## config.mk

```make
export PLATFORM = sky130hd
export DESIGN_NAME = mem_stage
export DESIGN_NICKNAME = d
export VERILOG_FILES = /design/src/rtl/mips32_pkg.sv /design/src/rtl/dmem_if_fsm.sv /design/src/rtl/mem_stage.sv
export SDC_FILE = /design/constraint.sdc
export NUM_CORES = 1
export LEC_CHECK = 0
export BUFFER_PORTS_ARGS = -buffer_cell sky130_fd_sc_hd__buf_2
export CAP_MARGIN = 20
export CORE_MARGIN = 5
export CORE_UTILIZATION = 50
export CTS_BUF_LIST = sky130_fd_sc_hd__clkbuf_4 sky130_fd_sc_hd__clkbuf_8 sky130_fd_sc_hd__clkbuf_16
export DETAILED_ROUTE_END_ITERATION = 10
export PLACE_DENSITY = 0.89
export SYNTH_ARGS = -nofsm -noshare
export SYNTH_HDL_FRONTEND = slang
export SYNTH_HIERARCHICAL = 1
export SYNTH_SLANG_ARGS = --single-unit
export TNS_END_PERCENT = 1
```

## constraint.sdc

```tcl
create_clock -name clk -period 3.6 [get_ports clk]
set_clock_uncertainty 0.15 [all_clocks]
set_input_delay 0.18 -clock clk [delete_from_list [all_inputs] [get_ports clk]]
set_output_delay 0.18 -clock clk [all_outputs]
set_load 0.02 [all_outputs]
```

## src/rtl/mips32_pkg.sv

```systemverilog
// Shared MIPS32 pipeline definitions: opcodes, opcode field, MEM-stage FSM states.
package mips32_pkg;

    localparam int DATA_W_DEF = 32;

    localparam int OP_HI = 31;
    localparam int OP_LO = 26;

    localparam logic [5:0] OP_ALU   = 6'h00;
    localparam logic [5:0] OP_RI    = 6'h01;
    localparam logic [5:0] OP_LW    = 6'h30;
    localparam logic [5:0] OP_SW    = 6'h31;
    localparam logic [5:0] OP_BNEQZ = 6'h34;
    localparam logic [5:0] OP_BEQZ  = 6'h35;
    localparam logic [5:0] OP_HLT   = 6'h3F;

    typedef enum logic [1:0] {
        ST_IDLE,
        ST_ACCESS,
        ST_HALT
    } mem_state_e;

    function automatic logic [5:0] op_of(input logic [31:0] ir);
        return ir[OP_HI:OP_LO];
    endfunction

endpackage

```

## src/rtl/dmem_if_fsm.sv

```systemverilog
// Data-memory req/ack FSM; holds address, write-enable and store data until ack.
module dmem_if_fsm
    import mips32_pkg::*;
#(
    parameter int DATA_W = DATA_W_DEF,
    parameter int ADDR_W = 32
) (
    input  logic              clk,
    input  logic              rst_n,
    input  logic              start,
    input  logic              halt,
    input  logic              we_in,
    input  logic [ADDR_W-1:0] addr_in,
    input  logic [DATA_W-1:0] wdata_in,
    input  logic              dmem_ack,
    output mem_state_e        state,
    output logic              dmem_req,
    output logic              dmem_we,
    output logic [ADDR_W-1:0] dmem_addr,
    output logic [DATA_W-1:0] dmem_wdata,
    output logic              done
);

    // Ack only counts while a request is actually outstanding.
    assign done = (state == ST_ACCESS) && dmem_ack;

    always_ff @(posedge clk or negedge rst_n) begin
        if (!rst_n) begin
            state      <= ST_IDLE;
            dmem_req   <= 1'b0;
            dmem_we    <= 1'b0;
            dmem_addr  <= '0;
            dmem_wdata <= '0;
        end else begin
            case (state)
                ST_IDLE: begin
                    if (halt) begin
                        state <= ST_HALT;
                    end else if (start) begin
                        state      <= ST_ACCESS;
                        dmem_req   <= 1'b1;
                        dmem_we    <= we_in;
                        dmem_addr  <= addr_in;
                        dmem_wdata <= wdata_in;
                    end
                end
                ST_ACCESS: begin
                    if (dmem_ack) begin
                        state    <= ST_IDLE;
                        dmem_req <= 1'b0;
                    end
                end
                default: state <= ST_HALT;
            endcase
        end
    end

endmodule

```

## src/rtl/mem_stage.sv

```systemverilog
// MIPS32 MEM stage: decode, branch resolution, data-memory access and MEM/WB latch.
// Optional build macro MEM_MISALIGN_CHK_EN retires misaligned LW/SW without access and flags misalign_err.
module mem_stage
    import mips32_pkg::*;
#(
    parameter int DATA_W = DATA_W_DEF,
    parameter int ADDR_W = 32
) (
    input  logic              clk,
    input  logic              rst_n,
    input  logic              in_valid,
    input  logic [31:0]       NPC_ex,
    input  logic [31:0]       IR_ex,
    input  logic [31:0]       ALU_res,
    input  logic [DATA_W-1:0] B_ex,
    input  logic              sel,
    output logic              stall_o,
    output logic              br_taken,
    output logic [31:0]       br_target,
    output logic              dmem_req,
    output logic              dmem_we,
    output logic [ADDR_W-1:0] dmem_addr,
    output logic [DATA_W-1:0] dmem_wdata,
    input  logic [DATA_W-1:0] dmem_rdata,
    input  logic              dmem_ack,
    output logic              wb_valid,
    output logic [31:0]       wb_ir,
    output logic [31:0]       wb_alu,
    output logic [DATA_W-1:0] wb_lmd,
`ifdef MEM_MISALIGN_CHK_EN
    output logic              misalign_err,
`endif
    output logic              halted
);

    mem_state_e  state;
    logic        done;
    logic [5:0]  op;
    logic        is_ld, is_st, is_hlt, taken, misal;
    logic        accept, mem_go, pass;
    logic [31:0] ir_q, alu_q;
    logic        unused_npc;

    assign unused_npc = ^NPC_ex;

    assign op     = op_of(IR_ex);
    assign is_ld  = (op == OP_LW);
    assign is_st  = (op == OP_SW);
    assign is_hlt = (op == OP_HLT);
    assign taken  = ((op == OP_BEQZ) && sel) || ((op == OP_BNEQZ) && !sel);

`ifdef MEM_MISALIGN_CHK_EN
    assign misal = (is_ld || is_st) && (ALU_res[1:0] != 2'b00);
`else
    assign misal = 1'b0;
`endif

    assign accept = in_valid && (state == ST_IDLE);
    assign mem_go = accept && (is_ld || is_st) && !misal;
    assign pass   = accept && !mem_go;
    assign stall_o = (state == ST_ACCESS);

    dmem_if_fsm #(.DATA_W(DATA_W), .ADDR_W(ADDR_W)) u_fsm (
        .clk        (clk),
        .rst_n      (rst_n),
        .start      (mem_go),
        .halt       (accept && is_hlt),
        .we_in      (is_st),
        .addr_in    (ALU_res[ADDR_W-1:0]),
        .wdata_in   (B_ex),
        .dmem_ack   (dmem_ack),
        .state      (state),
        .dmem_req   (dmem_req),
        .dmem_we    (dmem_we),
        .dmem_addr  (dmem_addr),
        .dmem_wdata (dmem_wdata),
        .done       (done)
    );

    // EX may advance on the issue edge, so the memory op's IR/ALU are kept here for WB.
    always_ff @(posedge clk or negedge rst_n) begin
        if (!rst_n) begin
            ir_q      <= '0;
            alu_q     <= '0;
            wb_valid  <= 1'b0;
            wb_ir     <= '0;
            wb_alu    <= '0;
            wb_lmd    <= '0;
            br_taken  <= 1'b0;
            br_target <= '0;
            halted    <= 1'b0;
`ifdef MEM_MISALIGN_CHK_EN
            misalign_err <= 1'b0;
`endif
        end else begin
            wb_valid <= 1'b0;
            br_taken <= 1'b0;
`ifdef MEM_MISALIGN_CHK_EN
            misalign_err <= 1'b0;
`endif
            if (mem_go) begin
                ir_q  <= IR_ex;
                alu_q <= ALU_res;
            end
            if (pass) begin
                wb_valid <= 1'b1;
                wb_ir    <= IR_ex;
                wb_alu   <= ALU_res;
                if (taken) begin
                    br_taken  <= 1'b1;
                    br_target <= ALU_res;
                end
                if (is_hlt) halted <= 1'b1;
`ifdef MEM_MISALIGN_CHK_EN
                misalign_err <= misal;
`endif
            end else if (done) begin
                wb_valid <= 1'b1;
                wb_ir    <= ir_q;
                wb_alu   <= alu_q;
                if (!dmem_we) wb_lmd <= dmem_rdata;
            end
        end
    end

endmodule

```

# Word level (Yosys, flattened, before mapping)
# Index checks and enable logic that the tools add are counted.
# totals
input_bits	165
output_inout_bits	198
reg_bits	263
word_cells	63
# op_classes
bitwise	3
muxes	16
reduce_logical	20
eq_ne	10
# ops
cell	count
$mux W32	4
$eq A6 B6 Y1 const B	5
$logic_and A1 B1 Y1	7
$mux W1	7
$mux W2	3
$reduce_and A2 Y1	3
$reduce_and A3 Y1	2
$ne A2 B2 Y1 const B	2
$pmux W2 S2	1
$reduce_and A4 Y1	1
$reduce_bool A2 Y1	2
$ne A3 B2 Y1 const B	1
$not A1 Y1	3
$eq A2 B1 Y1 const B	1
$logic_not A1 Y1	2
$logic_not A2 Y1	1
$logic_or A1 B1 Y1	2
$ne A2 B1 Y1 const B	1
$pmux W1 S2	1

# Longest topological paths before layout
# Gate-level depths: netlist of the first run.
# depth
depth_word	7
mapped_depth	8
depth_no_buf	5

# Cells and area by module
# The synthesis of the first run kept the hierarchy.
# by_module_without_submodules
mod	seq_area_each_um2	area_each_um2	instances	cells_per_inst
mem_stage	4879.7	8175.3	1	501
dmem_if_fsm	1701.6	2582.5	1	150

# Worst setup path before layout of the first run
# Ideal clock, no wire load.
# synth_timing
path_type	flip-flop to flip-flop
from	reg u_fsm.state[0]
to	reg u_fsm.dmem_addr[0]
period_less_slack_ns	2.580
t_arrival_ns	2.302
setup_time_ns	0.127
path_buffers	4
path_stages_with_launch	9
t_required_ns	3.323
path_slack_ns	1.020
cell_sequence	dfrtp_1 or3b_1 nor3_2 buf_4 buf_4 nor4b_2 buf_4 buf_8 mux2_1
# synth_via
elab_cells_between_ends	6
classes_between	bitwise (1); reduce/logical (5)
# synth_rtl
item	line	source
start: declaration	dmem_if_fsm.sv:16	output mem_state_e state,
start signal: assignment	dmem_if_fsm.sv:29	state <= ST_IDLE;
start signal: assignment	dmem_if_fsm.sv:38	state <= ST_HALT;
start signal: assignment	dmem_if_fsm.sv:40	state <= ST_ACCESS;
$logic_not A2 Y1	mem_stage.sv:58	assign accept = in_valid && (state == ST_IDLE);
$logic_and A1 B1 Y1	mem_stage.sv:58	
$logic_and A1 B1 Y1	mem_stage.sv:59	assign mem_go = accept && (is_ld || is_st) && !misal;
named net mem_go	mem_stage.sv:40	logic accept, mem_go, pass;
$reduce_and A3 Y1 (no line)	-	
end signal: assignment	dmem_if_fsm.sv:43	dmem_addr <= addr_in;
end: declaration	dmem_if_fsm.sv:19	output logic [ADDR_W-1:0] dmem_addr,
# The timed path passes the listed nets, and every way through them passes these cells.
# A chain may end at the register's enable or synchronous reset.

# Final worst setup path of the first run
# layout_timing
from	reg u_fsm.state[0]
to	reg u_fsm.state[0]
# layout_via
elab_chain_cells	5
elab_cells_between_ends	10
classes_between	eq/ne (3); mux (2); reduce/logical (5)
# layout_rtl
item	line
$logic_not A2 Y1	dmem_if_fsm.sv:35, mem_stage.sv:58
$logic_and A1 B1 Y1	mem_stage.sv:58
$logic_and A1 B1 Y1, on equally long branches	mem_stage.sv:67, mem_stage.sv:59
$mux W2 or $ne A3 B2 Y1 (tied branches)	-
$pmux W2 S2 or $reduce_and A2 Y1 (tied branches)	-
# Parallel ways exist; a longest one is shown, timed or not.

==> metrics.log, run 1 <==
INFO  metric clock_tree_from_tritoncts = yes
INFO  metric numCtsBuffers = 27
INFO  metric dr.first_iter.drc_count = 336
INFO  metric clk_path_buf_depth = 3
INFO  metric drt-total-wl = 29,600 µm
INFO  metric vias = 7,327
INFO  metric timing.final.setup_violations = 0
INFO  metric timing.critical_path.slowest_stage_cell = sky130_fd_sc_hd__buf_4
INFO  metric grt_first_pass_wirelength = 46,300 µm
INFO  metric synth_mux_area_frac = 0.336
INFO  metric layout.nets = 1,284
INFO  metric synthToLayoutAreaGrowth = 38.1%
INFO  metric clock_latency = 530 ps
INFO  metric syn-mean-instance-area = 16.5 µm²
INFO  metric critPathMaxFanout = 65
INFO  metric starting_density = 0.510
INFO  metric die_h = 157 µm
INFO  metric r2r_slack = 810 ps
INFO  metric drt-vias-per-instance = 5.19
INFO  metric synth-seq-cells = 263
INFO  metric hold_viol = 0
INFO  metric synth_top_family_by_area = multiplexers
INFO  metric number_of_global_route_vias_before_repair = 8,387
INFO  metric swShare = 0.300
INFO  metric switchingPower = 2.62 mW
INFO  metric timing.critical_path.required = 3900 ps
INFO  metric io_pins = 363
INFO  metric cts.clk_slew.worst_paths = 70 ps
INFO  metric global_route.overflow_total = 0
INFO  metric synth-edff-count = 0
INFO  metric cts-htree-levels = 1
INFO  metric maxSlewViolCount = 0
INFO  metric synthArstFlopShare = 1.00
INFO  metric number_of_i_o_port_buffers = 330
INFO  metric worst_ep_arrival_time = 3090 ps
INFO  metric power.internal = 6.11 mW
INFO  metric die_area = 0.0245 mm²
INFO  metric die_w = 157 µm
INFO  metric grt_util_all_layers = 0.238
INFO  metric max_slew.worst_pin.slew = 986 ps
INFO  metric maxCapViolations = 0
INFO  metric yosys.area_share.adder = 0
INFO  metric numClockSinks = 263
INFO  metric comb_power_share = 0.251
INFO  metric fmax = 358 MHz
INFO  metric outcome = completed
INFO  metric synthXorXnorAreaFrac = 0.000814
INFO  metric seq_power_share = 0.440
INFO  metric cp.buffers_inverters = 1
INFO  metric first_drt_pass_iteration_count = 4
INFO  metric period_needed = 2790 ps
INFO  metric clock_group_share_of_total_power = 0.309
INFO  metric cell_count_after_synthesis = 651
INFO  metric cell_by_cell_trace_of_the_critical_path = or3b_1, nor3_4, buf_4, or3b_2, a21oi_1
INFO  metric grt_start_max_net_pins = 123
INFO  metric core = 0.0211 mm²
INFO  metric critical_path.top_delay_family = simple AND/OR/NAND/NOR gates
INFO  metric synthesis.nets = 816
INFO  metric yosysSeqAreaShare = 0.612
INFO  metric hpwlAfterDp = 17,500 µm
INFO  metric hp-class = in2async
INFO  metric ir_drop = 506 µV
INFO  metric route.detailed.drc = 0
INFO  metric final_cell_mix = sky130_fd_sc_hd__buf_2 (329), sky130_fd_sc_hd__dfrtp_1 (263), sky130_fd_sc_hd__mux2_2 (213)
INFO  metric layout.cells.most_common = sky130_fd_sc_hd__buf_2
INFO  metric drive_gt1_frac = 0.566
INFO  metric period_share = 0.776
INFO  metric synthSimpleGateAreaFrac = 0.0215
INFO  metric total_power = 8.73 mW
INFO  metric netlist_area_before_placement = 0.0108 mm²
INFO  metric slew_headroom = 0.341
INFO  metric power.density_cell_area = 588 mW/mm²
INFO  metric yosysWarnings = 6
INFO  metric number_of_placement_rows = 53
INFO  metric worst_setup_path_startpoint = u_fsm/state[0]
INFO  metric final_util = 0.704
INFO  metric critical_path_class = reg2reg
INFO  metric gp_congestion = 0.774
INFO  metric post_synth_num_cell_types = 36
INFO  metric worstReg2RegStart = u_fsm/state[0]
INFO  metric synth-compound-area-share = 0.00698
INFO  metric synth_ff_type = sky130_fd_sc_hd__dfrtp_1
INFO  metric sort_of_element_at_the_end_of_the_critical_path = register
INFO  metric unrepaired_setup_endpoints_after_global_routing = false
INFO  metric post_drt_wl_per_cell = 20.9 µm
INFO  metric timing.critical_path.from_type = register
INFO  metric tns_setup = 0 ps
INFO  metric slowest_delay = 720 ps
INFO  metric cts-root-buf = sky130_fd_sc_hd__clkbuf_16
INFO  metric ant_nets = 0
INFO  metric cellLeakagePower = 7.44 nW
INFO  metric number_of_antenna_violations_at_the_first_check_in_global_routing = 1
logic make-up after synthesis:
family,after synthesis
AND/OR/NAND/NOR,31
flip-flops,263
buffers and inverters,35
AO/OA/AOI/OAI,10
XOR/XNOR,1
multiplexers,311
per-layer routing:
metal	vias up	global-route usage	share of wire
met1	3668	0.266	0.36
met5	-	0	0
li1	3257	-	-
met2	323	0.437	0.53
met4	0	0.0888	0.039
met3	79	0.0592	0.073
power by group through the flow:
stage	Sequential, mW	Combinational, mW	Clock (mW)
after floorplan	4.36	0.699	0
after global placement	3.81	1.99	0
after detailed placement	3.85	2.04	0
after CTS	3.82	2.17	2.76
after global routing	3.90	2.33	2.90
final	3.84	2.19	2.70
worst paths after layout:
check	to	depth (start not counted)
max	u_fsm/state[0]	5
min in group clk	u_fsm/dmem_wdata[9]	3
min reg2reg	ir_q[24]	1
max reg2reg	u_fsm/state[0]	5
min	u_fsm/dmem_wdata[8]	2
max in group asynchronous	wb_lmd[13]	3
metrics by stage:
step | std cells | hold slack [ps] | area, µm² | worst slack, ps
finish | 1413 | 181 | 14900 | 806
global route | 1413 | 234 | 14900 | 641
CTS | 1412 | 215 | 14800 | 776
detailed placement | 1233 | 199 | 12700 | 793
global placement | 1233 | 194 | 12700 | 846
floorplan | 651 | -266 | 10800 | 1020
worst reg2reg max path: cells and delay by family (launching register included):
family / cells / cell delay [ps]
DFF: 1 / 470
AOI/OAI and AO/OA: 1 / 150
and+or+nand+nor: 3 / 1220
buffers and inverters: 1 / 720
sequential cells by signal (all words and copies together) (netlist names):
| name | cells |
|---|---|
| br_target | 32 |
| ir_q | 32 |
| wb_alu | 32 |
| halted | 1 |
| u_fsm/dmem_addr | 32 |
| wb_valid | 1 |
| u_fsm/dmem_we | 1 |
| u_fsm/dmem_req | 1 |
| wb_lmd | 32 |
| u_fsm/dmem_wdata | 32 |
| u_fsm/state | 2 |
| wb_ir | 32 |
| br_taken | 1 |
| alu_q | 32 |
cell type report:
type / count / area, µm²
Antenna cell: 1 / 2.50
Clock buffer: 39 / 791
Clock inverter: 8 / 68.8
Fill cell: 1307 / 6240
Inverter: 1 / 3.75
Multi-Input combinational cell: 353 / 3960
Sequential cell: 263 / 6580
Tap cell: 275 / 344
Timing Repair Buffer: 473 / 3100
cell usage after synthesis (2+ instances only):
master | number | area [µm²]
sky130_fd_sc_hd__dfrtp_1 | 263 | 6580
sky130_fd_sc_hd__mux2_2 | 213 | 2400
sky130_fd_sc_hd__mux2_1 | 65 | 732
sky130_fd_sc_hd__mux2_4 | 30 | 450
sky130_fd_sc_hd__buf_2 | 11 | 55.1
sky130_fd_sc_hd__buf_4 | 10 | 75.1
sky130_fd_sc_hd__nor2b_1 | 6 | 37.5
sky130_fd_sc_hd__clkbuf_1 | 5 | 18.8
sky130_fd_sc_hd__buf_8 | 4 | 60.1
sky130_fd_sc_hd__nor2_1 | 4 | 15.0
sky130_fd_sc_hd__a21oi_1 | 3 | 15.0
sky130_fd_sc_hd__buf_6 | 3 | 33.8
sky130_fd_sc_hd__mux2i_1 | 3 | 30.0
sky130_fd_sc_hd__nand2b_1 | 3 | 18.8
sky130_fd_sc_hd__nor3b_1 | 3 | 22.5
sky130_fd_sc_hd__or2_2 | 3 | 18.8
sky130_fd_sc_hd__a22o_1 | 2 | 17.5
sky130_fd_sc_hd__nor3_1 | 2 | 10.0
repair_timing:
item	CTS	global route
buffers inserted	0	0
hold buffers	132	0
hold endpoints to repair	374	0
gates resized for setup	0	0
Power figures use the tool's default switching activity.
==> run 2, diff against run 1 <==
==> constraint.sdc (replaced) <==
create_clock -name clk -period 2.9 [get_ports clk]
set_clock_uncertainty 0.15 [all_clocks]
set_input_delay 0.145 -clock clk [delete_from_list [all_inputs] [get_ports clk]]
set_output_delay 0.145 -clock clk [all_outputs]
set_load 0.02 [all_outputs]
==> run 2 against run 1 <==
Against the previous run:
- hold slack worse by 150 ps
- critical path depth unchanged
- combinational power increased by 25%
- global-route usage is 0.53 points higher
- worst setup slack worse by 510 ps
- routed wire length increased by 2.1%
- clock power increased by 23%
- die area did not move
- utilization up 0.40 points
- largest cell class unchanged
- highest routed layer unchanged
==> metrics.log, run 2 (synthesis results as in run 1) <==
INFO  metric critical_path_class = reg2reg (unchanged)
INFO  metric synthToLayoutAreaGrowth = 38.8% (was 38.1%)
INFO  metric cts-root-buf = sky130_fd_sc_hd__clkbuf_16 (unchanged)
INFO  metric r2r_slack = 300 ps (was 810 ps)
INFO  metric insertedDiodeCount = 0 (was 1)
INFO  metric numClockSinks = 263 (unchanged)
INFO  metric worst_hold_slack = 30.7 ps (was 181 ps)
INFO  metric layout.nets = 1,293 (was 1,284)
INFO  metric total_power = 10.8 mW (was 8.73 mW)
INFO  metric maxCapViolations = 0 (unchanged)
INFO  metric timing.critical_path.from_type = register (unchanged)
INFO  metric ir_drop = 585 µV (was 506 µV)
INFO  metric max_slew.worst_pin.slew = 585 ps (was 986 ps)
INFO  metric final-seq-area = 0.00658 mm² (unchanged)
INFO  metric core = 0.0211 mm² (unchanged)
INFO  metric tns_setup = 0 ps (unchanged)
INFO  metric grt_util_all_layers = 0.243 (was 0.238)
INFO  metric outcome = completed (unchanged)
INFO  metric layout.cells.most_common = sky130_fd_sc_hd__buf_2 (unchanged)
INFO  metric timing.critical_path.slowest_stage_cell = sky130_fd_sc_hd__or3b_1 (was sky130_fd_sc_hd__buf_4)
INFO  metric clock_tree_from_tritoncts = yes (unchanged)
INFO  metric drt-vias-per-instance = 5.21 (was 5.19)
INFO  metric postLayoutCellArea = 0.0149 mm² (about the same)
INFO  metric number_of_i_o_port_buffers = 330 (unchanged)
INFO  metric die_w = 157 µm (unchanged)
INFO  metric io_pins = 363 (unchanged)
INFO  metric post_drt_wl_per_cell = 21.2 µm (was 20.9 µm)
INFO  metric maxSlewViolCount = 0 (unchanged)
INFO  metric cellLeakagePower = 7.48 nW (was 7.44 nW)
INFO  metric grt_start_max_net_pins = 74 (was 123)
INFO  metric filler_cell_count = 1,282 (was 1,307)
INFO  metric number_of_antenna_violations_at_the_first_check_in_global_routing = 0 (was 1)
INFO  metric clk_path_buf_depth = 3 (unchanged)
INFO  metric first_drt_pass_iteration_count = 4 (unchanged)
INFO  metric post_cts.resized_instances = 0 (unchanged)
INFO  metric vias = 7,409 (was 7,327)
INFO  metric fmax = 384 MHz (was 358 MHz)
INFO  metric number_of_placement_rows = 53 (unchanged)
INFO  metric route.detailed.drc = 0 (unchanged)
INFO  metric final_cell_mix = sky130_fd_sc_hd__buf_2 (329), sky130_fd_sc_hd__dfrtp_1 (263), sky130_fd_sc_hd__mux2_2 (213) (unchanged)
INFO  metric die_area = 0.0245 mm² (unchanged)
INFO  metric slew_headroom = 0.610 (was 0.341)
INFO  metric ant_nets = 0 (unchanged)
INFO  metric period_needed = 2600 ps (was 2790 ps)
INFO  metric cts.clk_slew.worst_paths = 60 ps (was 70 ps)
INFO  metric multi_input_area = 0.00396 mm² (unchanged)
INFO  metric cts-htree-levels = 1 (unchanged)
INFO  metric slowest_delay = 550 ps (was 720 ps)
INFO  metric setup_ws = 299 ps (was 806 ps)
INFO  metric period_share = 0.897 (was 0.776)
INFO  metric dr.first_iter.drc_count = 292 (was 336)
INFO  metric cell_by_cell_trace_of_the_critical_path = or3b_1, nor3_4, nor4b_4, buf_4, mux2_2 (was or3b_1, nor3_4, buf_4, or3b_2, a21oi_1)
INFO  metric power.density_cell_area = 724 mW/mm² (was 588 mW/mm²)
INFO  metric sort_of_element_at_the_end_of_the_critical_path = register (unchanged)
INFO  metric worst_ep_arrival_time = 2840 ps (was 3090 ps)
INFO  metric grt_first_pass_wirelength = 47,400 µm (was 46,300 µm)
INFO  metric gp_congestion = 0.788 (was 0.774)
INFO  metric drt-total-wl = 30,200 µm (was 29,600 µm)
INFO  metric numCtsBuffers = 27 (unchanged)
INFO  metric post_cts_buffers = 0 (unchanged)
INFO  metric critPathMaxFanout = 18 (was 65)
INFO  metric place_worst_setup_slack = 341 ps (was 793 ps)
INFO  metric drive_gt1_frac = 0.568 (was 0.566)
INFO  metric starting_density = 0.510 (unchanged)
INFO  metric hpwlAfterDp = 18,200 µm (was 17,500 µm)
INFO  metric placed_cell_area = 0.0127 mm² (about the same)
INFO  metric global_route.overflow_total = 0 (unchanged)
INFO  metric number_of_global_route_vias_before_repair = 8,468 (was 8,387)
INFO  metric clock_latency = 520 ps (was 530 ps)
INFO  metric unrepaired_setup_endpoints_after_global_routing = false (unchanged)
INFO  metric critical_path.top_delay_family = simple AND/OR/NAND/NOR gates (unchanged)
INFO  metric timing.final.setup_violations = 0 (unchanged)
INFO  metric hp-class = in2async (unchanged)
INFO  metric cp.buffers_inverters = 1 (unchanged)
INFO  metric timing.critical_path.required = 3140 ps (was 3900 ps)
INFO  metric hold_viol = 0 (unchanged)
INFO  metric die_h = 157 µm (unchanged)
## run 2: cell count changes in the layout (fill, tap and decap cells not counted), sizes merged
cell,previous run,this run
buf,341,348
bufinv,1,0
clkinv,6,7
clkinvlp,0,2
diode,1,0
dlygate4sd3,132,134
## run 2: through the flow
step / utilization / std cells
5_1_grt: 0.708 / 1423
3_5_place_dp: 0.604 / 1240
6_report: 0.708 / 1423
2_1_floorplan: - / 651
4_1_cts: 0.708 / 1423
3_3_place_gp: 0.604 / 1240
## run 2: power breakdown
part           leakage (nW)  switching [mW]  internal [mW]
logic                  3.73            1.49           1.24
clock network         0.436            1.40           1.92
registers              3.32           0.389           4.38
total                  7.48            3.27           7.54
## run 2: worst paths after layout
| kind | endpoint | start | cells after the start |
|---|---|---|---|
| max in group asynchronous | ir_q[0] | rst_n | 3 |
| min reg2reg | ir_q[30] | ir_q[30] | 1 |
| min in group clk | wb_lmd[22] | dmem_rdata[22] | 3 |
| max reg2reg | u_fsm/dmem_addr[23] | u_fsm/state[0] | 5 |
| max | u_fsm/dmem_addr[23] | u_fsm/state[0] | 5 |
| min | wb_alu[18] | rst_n | 2 |
## run 2: routing by layer
| metal | vias to the layer above | share of wire | GRT usage | wire length (µm) |
|---|---|---|---|---|
| met5 | - | 0 | 0 | 0 |
| met2 | 323 | 0.53 | 0.445 | 16100 |
| met4 | 0 | 0.041 | 0.100 | 1250 |
| met3 | 92 | 0.073 | 0.0633 | 2190 |
| met1 | 3713 | 0.35 | 0.268 | 10700 |
| li1 | 3281 | - | - | - |
## run 2: area by class of cell
type	instances	area share
Clock buffer	39	0.0538
Sequential cell	263	0.441
Multi-Input combinational cell	353	0.265
Clock inverter	10	0.00394
Inverter	1	0.000251
Tap cell	275	0.0230
Timing Repair Buffer	482	0.213
## run 2: what timing repair did
action | 4_1_cts | 5_1_grt
endpoints found under the setup margin | 0 | 0
hold endpoints to repair | 518 | 0
hold buffers | 134 | 0
